### src/rtl/imm_decode_stage.sv
// rtl/imm_decode_stage.sv - decode stage: opcode classify, SEXT immediate, 2-entry skid buffer
// Optional build macro IMM_ILLEGAL_CHK_EN flags unrecognised opcodes via illegal_o.
module imm_sext (
    input  logic [24:0] inst_hi_i,
    input  logic [2:0]  sext_op_i,
    output logic [31:0] imm_o
);
    // inst_hi_i[k] is inst[k+7]
    always_comb begin
        imm_o = '0;
        case (sext_op_i)
            3'b000:  imm_o = {{20{inst_hi_i[24]}}, inst_hi_i[24:13]};
            3'b001:  imm_o = {{20{inst_hi_i[24]}}, inst_hi_i[24:18], inst_hi_i[4:0]};
            3'b010:  imm_o = {{20{inst_hi_i[24]}}, inst_hi_i[0], inst_hi_i[23:18],
                              inst_hi_i[4:1], 1'b0};
            3'b011:  imm_o = {inst_hi_i[24:5], 12'b0};
            3'b100:  imm_o = {{12{inst_hi_i[24]}}, inst_hi_i[12:5], inst_hi_i[13],
                              inst_hi_i[23:14], 1'b0};
            default: imm_o = '0;
        endcase
    end
endmodule

module imm_decode_stage #(
    parameter int              XLEN   = 32,
    parameter logic [XLEN-1:0] RST_PC = '0
) (
    input  logic            clk,
    input  logic            rst_n,
    input  logic            flush_i,
    input  logic            in_valid_i,
    output logic            in_ready_o,
    input  logic [XLEN-1:0] inst_i,
    input  logic [XLEN-1:0] pc_i,
    output logic            out_valid_o,
    input  logic            out_ready_i,
    output logic [XLEN-1:0] out_inst_o,
    output logic [XLEN-1:0] out_pc_o,
    output logic [XLEN-1:0] imm_o,
    output logic [2:0]      sext_op_o,
    output logic            illegal_o
);
    typedef enum logic [1:0] {EMPTY, ONE, FULL} state_t;

    typedef struct packed {
        logic [XLEN-1:0] inst;
        logic [XLEN-1:0] pc;
        logic [XLEN-1:0] imm;
        logic [2:0]      sext_op;
        logic            illegal;
    } entry_t;

    localparam entry_t RST_ENTRY = '{inst: '0, pc: RST_PC, imm: '0, sext_op: 3'b111, illegal: 1'b0};

    state_t      state_q, state_d;
    entry_t      main_q, main_d;
    entry_t      skid_q, skid_d;
    entry_t      new_entry;
    logic [2:0]  dec_op;
    logic        dec_ill;
    logic [31:0] sext_imm;
    logic        accept;
    logic        retire;

    always_comb begin
        dec_op  = 3'b000;
        dec_ill = 1'b0;
        case (inst_i[6:0])
            7'b0010011, 7'b0000011, 7'b1100111, 7'b1110011: dec_op = 3'b000;
            7'b0100011:                                     dec_op = 3'b001;
            7'b1100011:                                     dec_op = 3'b010;
            7'b0110111, 7'b0010111:                         dec_op = 3'b011;
            7'b1101111:                                     dec_op = 3'b100;
            7'b0110011, 7'b0001111:                         dec_op = 3'b111;
            default: begin
`ifdef IMM_ILLEGAL_CHK_EN
                dec_op  = 3'b111;
                dec_ill = 1'b1;
`else
                dec_op  = 3'b000;
                dec_ill = 1'b0;
`endif
            end
        endcase
    end

    imm_sext u_sext (
        .inst_hi_i (inst_i[31:7]),
        .sext_op_i (dec_op),
        .imm_o     (sext_imm)
    );

    always_comb begin
        new_entry         = RST_ENTRY;
        new_entry.inst    = inst_i;
        new_entry.pc      = pc_i;
        new_entry.imm     = sext_imm;
        new_entry.sext_op = dec_op;
        new_entry.illegal = dec_ill;
    end

    // The skid entry is always older than anything accepted alongside it.
    always_comb begin
        state_d = state_q;
        main_d  = main_q;
        skid_d  = skid_q;
        accept  = in_valid_i & (state_q != FULL);
        retire  = out_ready_i & (state_q != EMPTY);
        if (flush_i) begin
            state_d = EMPTY;
        end else begin
            case (state_q)
                EMPTY: begin
                    if (accept) begin
                        main_d  = new_entry;
                        state_d = ONE;
                    end
                end
                ONE: begin
                    if (accept && retire) begin
                        main_d = new_entry;
                    end else if (accept) begin
                        skid_d  = new_entry;
                        state_d = FULL;
                    end else if (retire) begin
                        state_d = EMPTY;
                    end
                end
                FULL: begin
                    if (retire) begin
                        main_d  = skid_q;
                        state_d = ONE;
                    end
                end
                default: state_d = EMPTY;
            endcase
        end
    end

    always_ff @(posedge clk or negedge rst_n) begin
        if (!rst_n) begin
            state_q <= EMPTY;
            main_q  <= RST_ENTRY;
            skid_q  <= RST_ENTRY;
        end else begin
            state_q <= state_d;
            main_q  <= main_d;
            skid_q  <= skid_d;
        end
    end

    assign in_ready_o  = (state_q != FULL);
    assign out_valid_o = (state_q != EMPTY);
    assign out_inst_o  = main_q.inst;
    assign out_pc_o    = main_q.pc;
    assign imm_o       = main_q.imm;
    assign sext_op_o   = main_q.sext_op;
    assign illegal_o   = main_q.illegal;
endmodule
### config.mk
export PLATFORM = sky130hd
export DESIGN_NAME = imm_decode_stage
export DESIGN_NICKNAME = d
export VERILOG_FILES = /design/src/rtl/imm_decode_stage.sv
export SDC_FILE = /design/constraint.sdc
export NUM_CORES = 1
export LEC_CHECK = 0
export ABC_AREA = 1
export BUFFER_PORTS_ARGS = -buffer_cell sky130_fd_sc_hd__buf_2
export CAP_MARGIN = 30
export CORE_ASPECT_RATIO = 0.9
export CORE_MARGIN = 4
export CORE_UTILIZATION = 50
export DETAILED_ROUTE_END_ITERATION = 8
export PLACE_DENSITY = 0.84
export SETUP_SLACK_MARGIN = 0.4
export SYNTH_ARGS = -nofsm -noshare
export SYNTH_HDL_FRONTEND = slang
export SYNTH_SLANG_ARGS = --single-unit
### constraint.sdc
create_clock -name clk -period 2 [get_ports clk]
set_clock_uncertainty 0.15 [all_clocks]
set_input_delay 0.1 -clock clk [delete_from_list [all_inputs] [get_ports clk]]
set_output_delay 0.1 -clock clk [all_outputs]
set_load 0.005 [all_outputs]
==> results.tsv, run 1 <==
stage	metric	value	unit
setup_path	Crit path required time	2.17	ns
drt	DRT Wirelength	29.90	mm
setup_path	Worst Setup Start Kind	flop	
global_routing	global-route wire length before repair	39.59	mm
sta	Slew Limit Fails	0	
global_routing	gr usage total	24.17	%
global_routing	number of antenna violations at the first check in global routing	1	
placed_design	DP Cell Count	1528	
layout	Post-Layout Inst Area	0.01253	mm2
global_routing	met1 Use GR	33.17	%
layout	# nets final	1488	
layout	Non-Filler Instances	1672	
global_routing	vias in the first global route	7943	
logic_synthesis	sequential cell area fraction in the yosys report	54.77	%
power	P per Cell Area	1030	mW/mm2
cts	CTS clock-pin slew for the worst setup and hold paths	0.07	ns
layout	commonest cells after routing, fill and taps aside	420 x nand2_1, 193 x dfrtp_1, 177 x o21ai_0	
sta	Slew HR	65.86	%
drt	DRT iter0 DRCs	876	
sta	PnR worst setup slack	0.1817	ns
floorplanning	Cell Rows	46	
logic_synthesis	syn_nets	1239	
floorplanning	Die Wd	150.6	um
setup_path	worst-path maximum fanout	8	
power	maximum VDD drop	764.8	uV
layout	FILL cells	1290	
logic_synthesis	yosys warns	0	
logic_synthesis	Distinct cells, synth	24	
cts	CTS buffer count	17	
drt	total number of vias	9075	
run	MaxCap Viol Count	0	
drt	TritonRoute pass-1 iters	6	
global_routing	largest net degree at the start of global routing	74	
layout	commonest non-fill, non-tap cell in the layout	nand2_1	
drt	DR vias/cell	5.428	
sta	fmax	0.5500	GHz
global_routing	GR peak layer	met2	
sta	Final Hold Vio Count	0	
sta	fin crit share	90.91	%
setup_path	Setup Crit Path Kind	reg -> reg	
global_routing	GRT overflow	0	
sta	Final setup viols	0	
placed_design	routability cong.	0.8047	
placed_design	Buffers on Ports	169	
drt	Residual DRC	0	
logic_synthesis	Yosys top cell area share	53.05	%
logic_synthesis	Mapped Cells	1170	
floorplanning	io pins	171	
layout	layout cells sized above 1	22.52	%
global_routing	met3 GRT Util	5.533	%
sta	RSZ-0062 raised after global routing	true	
sta	hold slack	0.01865	ns
placed_design	DP Area	0.01022	mm2
floorplanning	core area	0.01778	mm2
cts	clk buf depth	2	
placed_design	HPWL Detailed	14.96	mm
setup_path	WP data arrival	1.99	ns
logic_synthesis	mapped cell area	0.009151	mm2
floorplanning	die area	0.02053	mm2
placed_design	pre-CTS WS	0.1934	ns
global_routing	met2 usage	38.33	%
cts	H-tree depth	4	
floorplanning	Die Y	136.3	um
sta	Final min period	1.818	ns
logic_synthesis	Syn Area/Cell	7.822	um2
cts	clock root cell	clkbuf_16	
sta	Worst-Margin Slew	0.5116	ns
drt	post-route ant nets	0	
run_status	outcome	completed	
setup_path	crit end category	flop	
logic_synthesis	FF+latch count, synth	200	
floorplanning	Starting Density	51.46	%
power	Lkg Pwr	0.006591	uW
cts	CTS tree	yes	
logic_synthesis	Synth area leader	dfrtp_1	
cts	clk_lat worst skew	0.43	ns
logic_synthesis	top post-synthesis cells by area	dfrtp_1 53%, nand2_1 18%, o21ai_0 12%	
layout	Area Growth Syn to Fin	36.87	%
cts	clock sinks	200	
drt	DR WL/cell	17.88	um
sta	total negative setup slack	0	ns
hold_path	Hold WC Path Type	in -> async	
==> what timing repair did <==
action | in CTS | in global routing
setup buffers | 4 | 12
gates cloned | 3 | 26
endpoints found under the setup margin | 158 | 179
hold buffers | 67 | 0
hold endpoints to repair | 348 | 0
pin swaps | 0 | 8
resized for setup | 23 | 106
==> worst max-delay path, cell delays in order (launching register included) <==
cell and delay (ns):
dfrtp_1 0.41, inv_2 0.13, nand2_4 0.08, a21oi_4 0.18, nand2_4 0.14, buf_8 0.19
buf_6 0.15, o21ai_0 0.25
==> flip-flops by register name, indices dropped and copies added (netlist names) <==
| signal | cells |
|---|---|
| imm_o | 32 |
| out_inst_o | 32 |
| out_pc_o | 32 |
| sext_op_o | 3 |
| skid_q | 99 |
| state_q | 2 |
==> stage by stage <==
stage	utilization [%]	total power [uW]
after detailed placement	57.44	8922
after global placement	57.44	8745
after CTS	65.62	12410
final	70.43	12910
after global routing	70.42	13630
after floorplan	-	7684
==> where the power goes <==
part | switching, uW | leakage [uW] | internal (uW)
Clock | 1560 | 0.000268 | 1780
Combinational | 1820 | 0.00385 | 1490
Sequential | 767 | 0.00247 | 5490
Total | 4150 | 0.00659 | 8760
==> final timing paths <==
| check | start | endpoint | slack [ns] | cells after the start |
|---|---|---|---|---|
| min in group clk | inst_i[6] | skid_q[35] | 0.06 | 5 |
| worst max register to register | state_q[0] | out_inst_o[4] | 0.18 | 7 |
| max in group asynchronous | rst_n | state_q[1] | 0.97 | 3 |
| worst min-delay path | rst_n | skid_q[61] | 0.02 | 2 |
| worst min register to register | imm_o[15] | imm_o[15] | 0.32 | 2 |
| worst max-delay path | state_q[0] | out_inst_o[4] | 0.18 | 7 |
==> cell type report <==
cell class                      count  area, um2  area share [%]
Timing Repair inverter              2      13.76          0.1099
Clock buffer                       20      456.7           3.646
Multi-Input combinational cell    818       3613           28.85
Antenna cell                        2      5.005         0.03996
Inverter                           81      341.6           2.727
Clock inverter                     10      98.84          0.7891
Timing Repair Buffer              299       2683           21.42
Sequential cell                   200       5014           40.03
Tap cell                          240      300.3           2.397
==> synthesized netlist by cell type <==
master	instances
xor2_1	1
dfstp_2	6
nand4_2	2
a2bb2oi_1	1
buf_1	4
conb_1	1
dfrtp_1	194
nor3_1	1
o21ai_0	216
buf_4	9
nor2_2	4
clkbuf_2	2
buf_2	27
nand3_2	1
o21ai_1	12
nand3_1	34
inv_2	8
a21oi_1	4
nor2_1	104
buf_6	5
nand2_1	432
clkbuf_1	24
inv_1	73
nand2_2	5
==> cell families (layout without fill, tap and decap cells) <==
kind of cell    Yosys count  after routing  share of synthesized area, %
buf+inv                 152            412                         7.410
other cells               1              3                       0.04098
simple gates            583            583                         24.90
compound gates          233            233                         12.78
xor+xnor                  1              1                       0.09572
flops                   200            200                         54.77
==> routing by layer <==
layer,routed length [um],vias to the layer above
met5,0,-
met4,1093,0
met3,2590,99
met2,14220,489
met1,12000,4305
li1,-,4182
No activity file was read; power rests on OpenSTA's default activity.
==> run 2: changes to the inputs <==
CTS_CLUSTER_SIZE = 16   (was not set)
RECOVER_POWER = 25   (was not set)
==> run 2 against run 1 <==
Compared with the run above: total power hardly changed; maximum frequency decreased by 0.53%; global-route usage did not move; critical endpoint unchanged; critical path type unchanged.
==> results.tsv, run 2 (synthesized netlist as in run 1, its figures left out) <==
stage	metric	value	unit
layout	Post-Layout Inst Area	0.01251	mm2
setup_path	R2R depth	7	
drt	TritonRoute pass-1 iters	5	
global_routing	largest net degree at the start of global routing	74	
floorplanning	die area	0.02053	mm2
layout	Non-Filler Instances	1672	
global_routing	gr usage total	24.17	%
sta	Slew Limit Fails	0	
setup_path	crit end category	flop	
hold_path	Hold WC Path Type	in -> async	
run_status	outcome	completed	
cts	CTS clock-pin slew for the worst setup and hold paths	0.07	ns
sta	Final min period	1.828	ns
cts	H-tree depth	4	
layout	Largest register FFs	99	
power	P per Cell Area	1032	mW/mm2
run	MaxCap Viol Count	0	
sta	Final setup viols	0	
global_routing	global-route wire length before repair	39.59	mm
cts	clk buf depth	2	
drt	post-route ant nets	0	
cts	clk_lat worst skew	0.43	ns
placed_design	routability cong.	0.8047	
global_routing	number of antenna violations at the first check in global routing	1	
setup_path	Crit path required time	2.17	ns
layout	Multi-input gate area	0.003613	mm2
power	Sw Share	32.17	%
setup_path	Setup crit start	state_q[0]	
power	maximum VDD drop	765.5	uV
layout	register area	0.005014	mm2
setup_path	Reg-to-Reg Start	state_q[0]	
floorplanning	core area	0.01778	mm2
sta	fin crit share	91.40	%
power	Comb pwr share	25.6	%
setup_path	WP data arrival	1.99	ns
power	Lkg Pwr	0.006585	uW
layout	FILL cells	1291	
layout	Area Growth Syn to Fin	36.71	%
cts	CTS tree	yes	
power	Pint	8753	uW
drt	total number of vias	9067	
power	net switching power	4152	uW
floorplanning	Starting Density	51.46	%
sta	fmax	0.5471	GHz
setup_path	Worst Setup Start Kind	flop	
layout	commonest non-fill, non-tap cell in the layout	nand2_1	
placed_design	HPWL Detailed	14.96	mm
cts	clock root cell	clkbuf_16	
layout	layout cells sized above 1	22.52	%
layout	# nets final	1488	
floorplanning	Die Wd	150.6	um
layout	commonest cells after routing, fill and taps aside	420 x nand2_1, 193 x dfrtp_1, 177 x o21ai_0	
setup_path	worst-path maximum fanout	8	
sta	total negative setup slack	0	ns
sta	Slew HR	41.22	%
global_routing	vias in the first global route	7943	
drt	DRT Wirelength	29.94	mm
placed_design	DP Cell Count	1528	
power	sequential power share	48.4	%
drt	DR WL/cell	17.91	um
floorplanning	io pins	171	
drt	Residual DRC	0	
placed_design	DP Area	0.01022	mm2
floorplanning	Cell Rows	46	
layout	Largest Register	skid_q	
power	Clock power frac	25.9	%
sta	Final Hold Vio Count	0	
global_routing	GRT overflow	0	
setup_path	worst reg-to-reg setup slack	0.17	ns
setup_path	reg-to-reg endpoint	out_inst_o[4]	
drt	DR vias/cell	5.423	
setup_path	CP Capture Point	out_inst_o[4]	
placed_design	Buffers on Ports	169	
drt	DRT iter0 DRCs	821	
floorplanning	Die Y	136.3	um
cts	CTS buffer count	17	
sta	RSZ-0062 raised after global routing	true	
cts	clock sinks	200	
setup_path	Setup Crit Path Kind	reg -> reg	
sta	Worst-Margin Slew	0.8817	ns
run 2: cell count changes in the layout (fill, tap and decap cells not counted), sizes merged:
cell    change
buf         -1
clkbuf      +1
run 2: worst min path at each step:
stage                           from  slack, ns    endpoint  cells after the start
final                          rst_n       0.02  skid_q[61]                      2
after global routing           rst_n       0.06  skid_q[61]                      2
after CTS                 in_valid_i       0.01  skid_q[15]                      5
after detailed placement       rst_n      -0.07  skid_q[61]                      1
after global placement         rst_n      -0.07  skid_q[61]                      1
after floorplan                rst_n      -0.35    imm_o[0]                      0
run 2: routing by layer:
metal  up-vias  GRT usage [%]  wire length [um]
met2       497          38.33             14330
met5         -              0                 0
met1      4295          33.17             11930
met3        92          5.533              2701
met4         0          7.905               979
li1       4183              -                 -
run 2: area by class of cell:
cell class | instances | share of cell area [%]
repair buffers | 299 | 21.32
well taps | 240 | 2.400
diodes | 2 | 0.04000
flip-flops and latches | 200 | 40.07
repair inverters | 2 | 0.1100
inverters | 81 | 2.730
multi-input cells | 818 | 28.88
clock buffers | 20 | 3.650
clock inverters | 10 | 0.7901
run 2: critical path, cell delays in order (launching register included):
cell	delay (ns)
dfrtp_1	0.41
inv_2	0.14
nand2_4	0.08
a21oi_4	0.18
nand2_4	0.15
buf_8	0.19
buf_6	0.15
o21ai_0	0.25
run 2: stage by stage:
stage	hold WS, ns	total power (uW)	util, %	worst slack [ns]
floorplan	-0.3456	7684	-	0.4754
detailed placement	-0.06566	8922	57.44	0.1934
global route	0.06200	13620	70.33	0.1721
finish	0.01654	12910	70.35	0.1721
global placement	-0.06544	8745	57.44	0.2547
CTS	0.009913	12410	65.62	0.3623
run 2: power by group through the flow:
stage                     combinational (uW)  clock [uW]  sequential [uW]
after floorplan                         1540           0             6140
after global placement                  2570           0             6170
after detailed placement                2690           0             6230
after CTS                               2890        3340             6180
after global routing                    3720        3530             6380
final                                   3310        3350             6250
run 2: repair_timing:
item / in CTS / in global routing
gates resized for setup: 23 / 106
setup endpoints to repair: 158 / 179
buffers inserted: 4 / 12
hold endpoints to repair: 348 / 0
hold buffers: 67 / 0
pin swaps: 0 / 8
cloned: 3 / 26
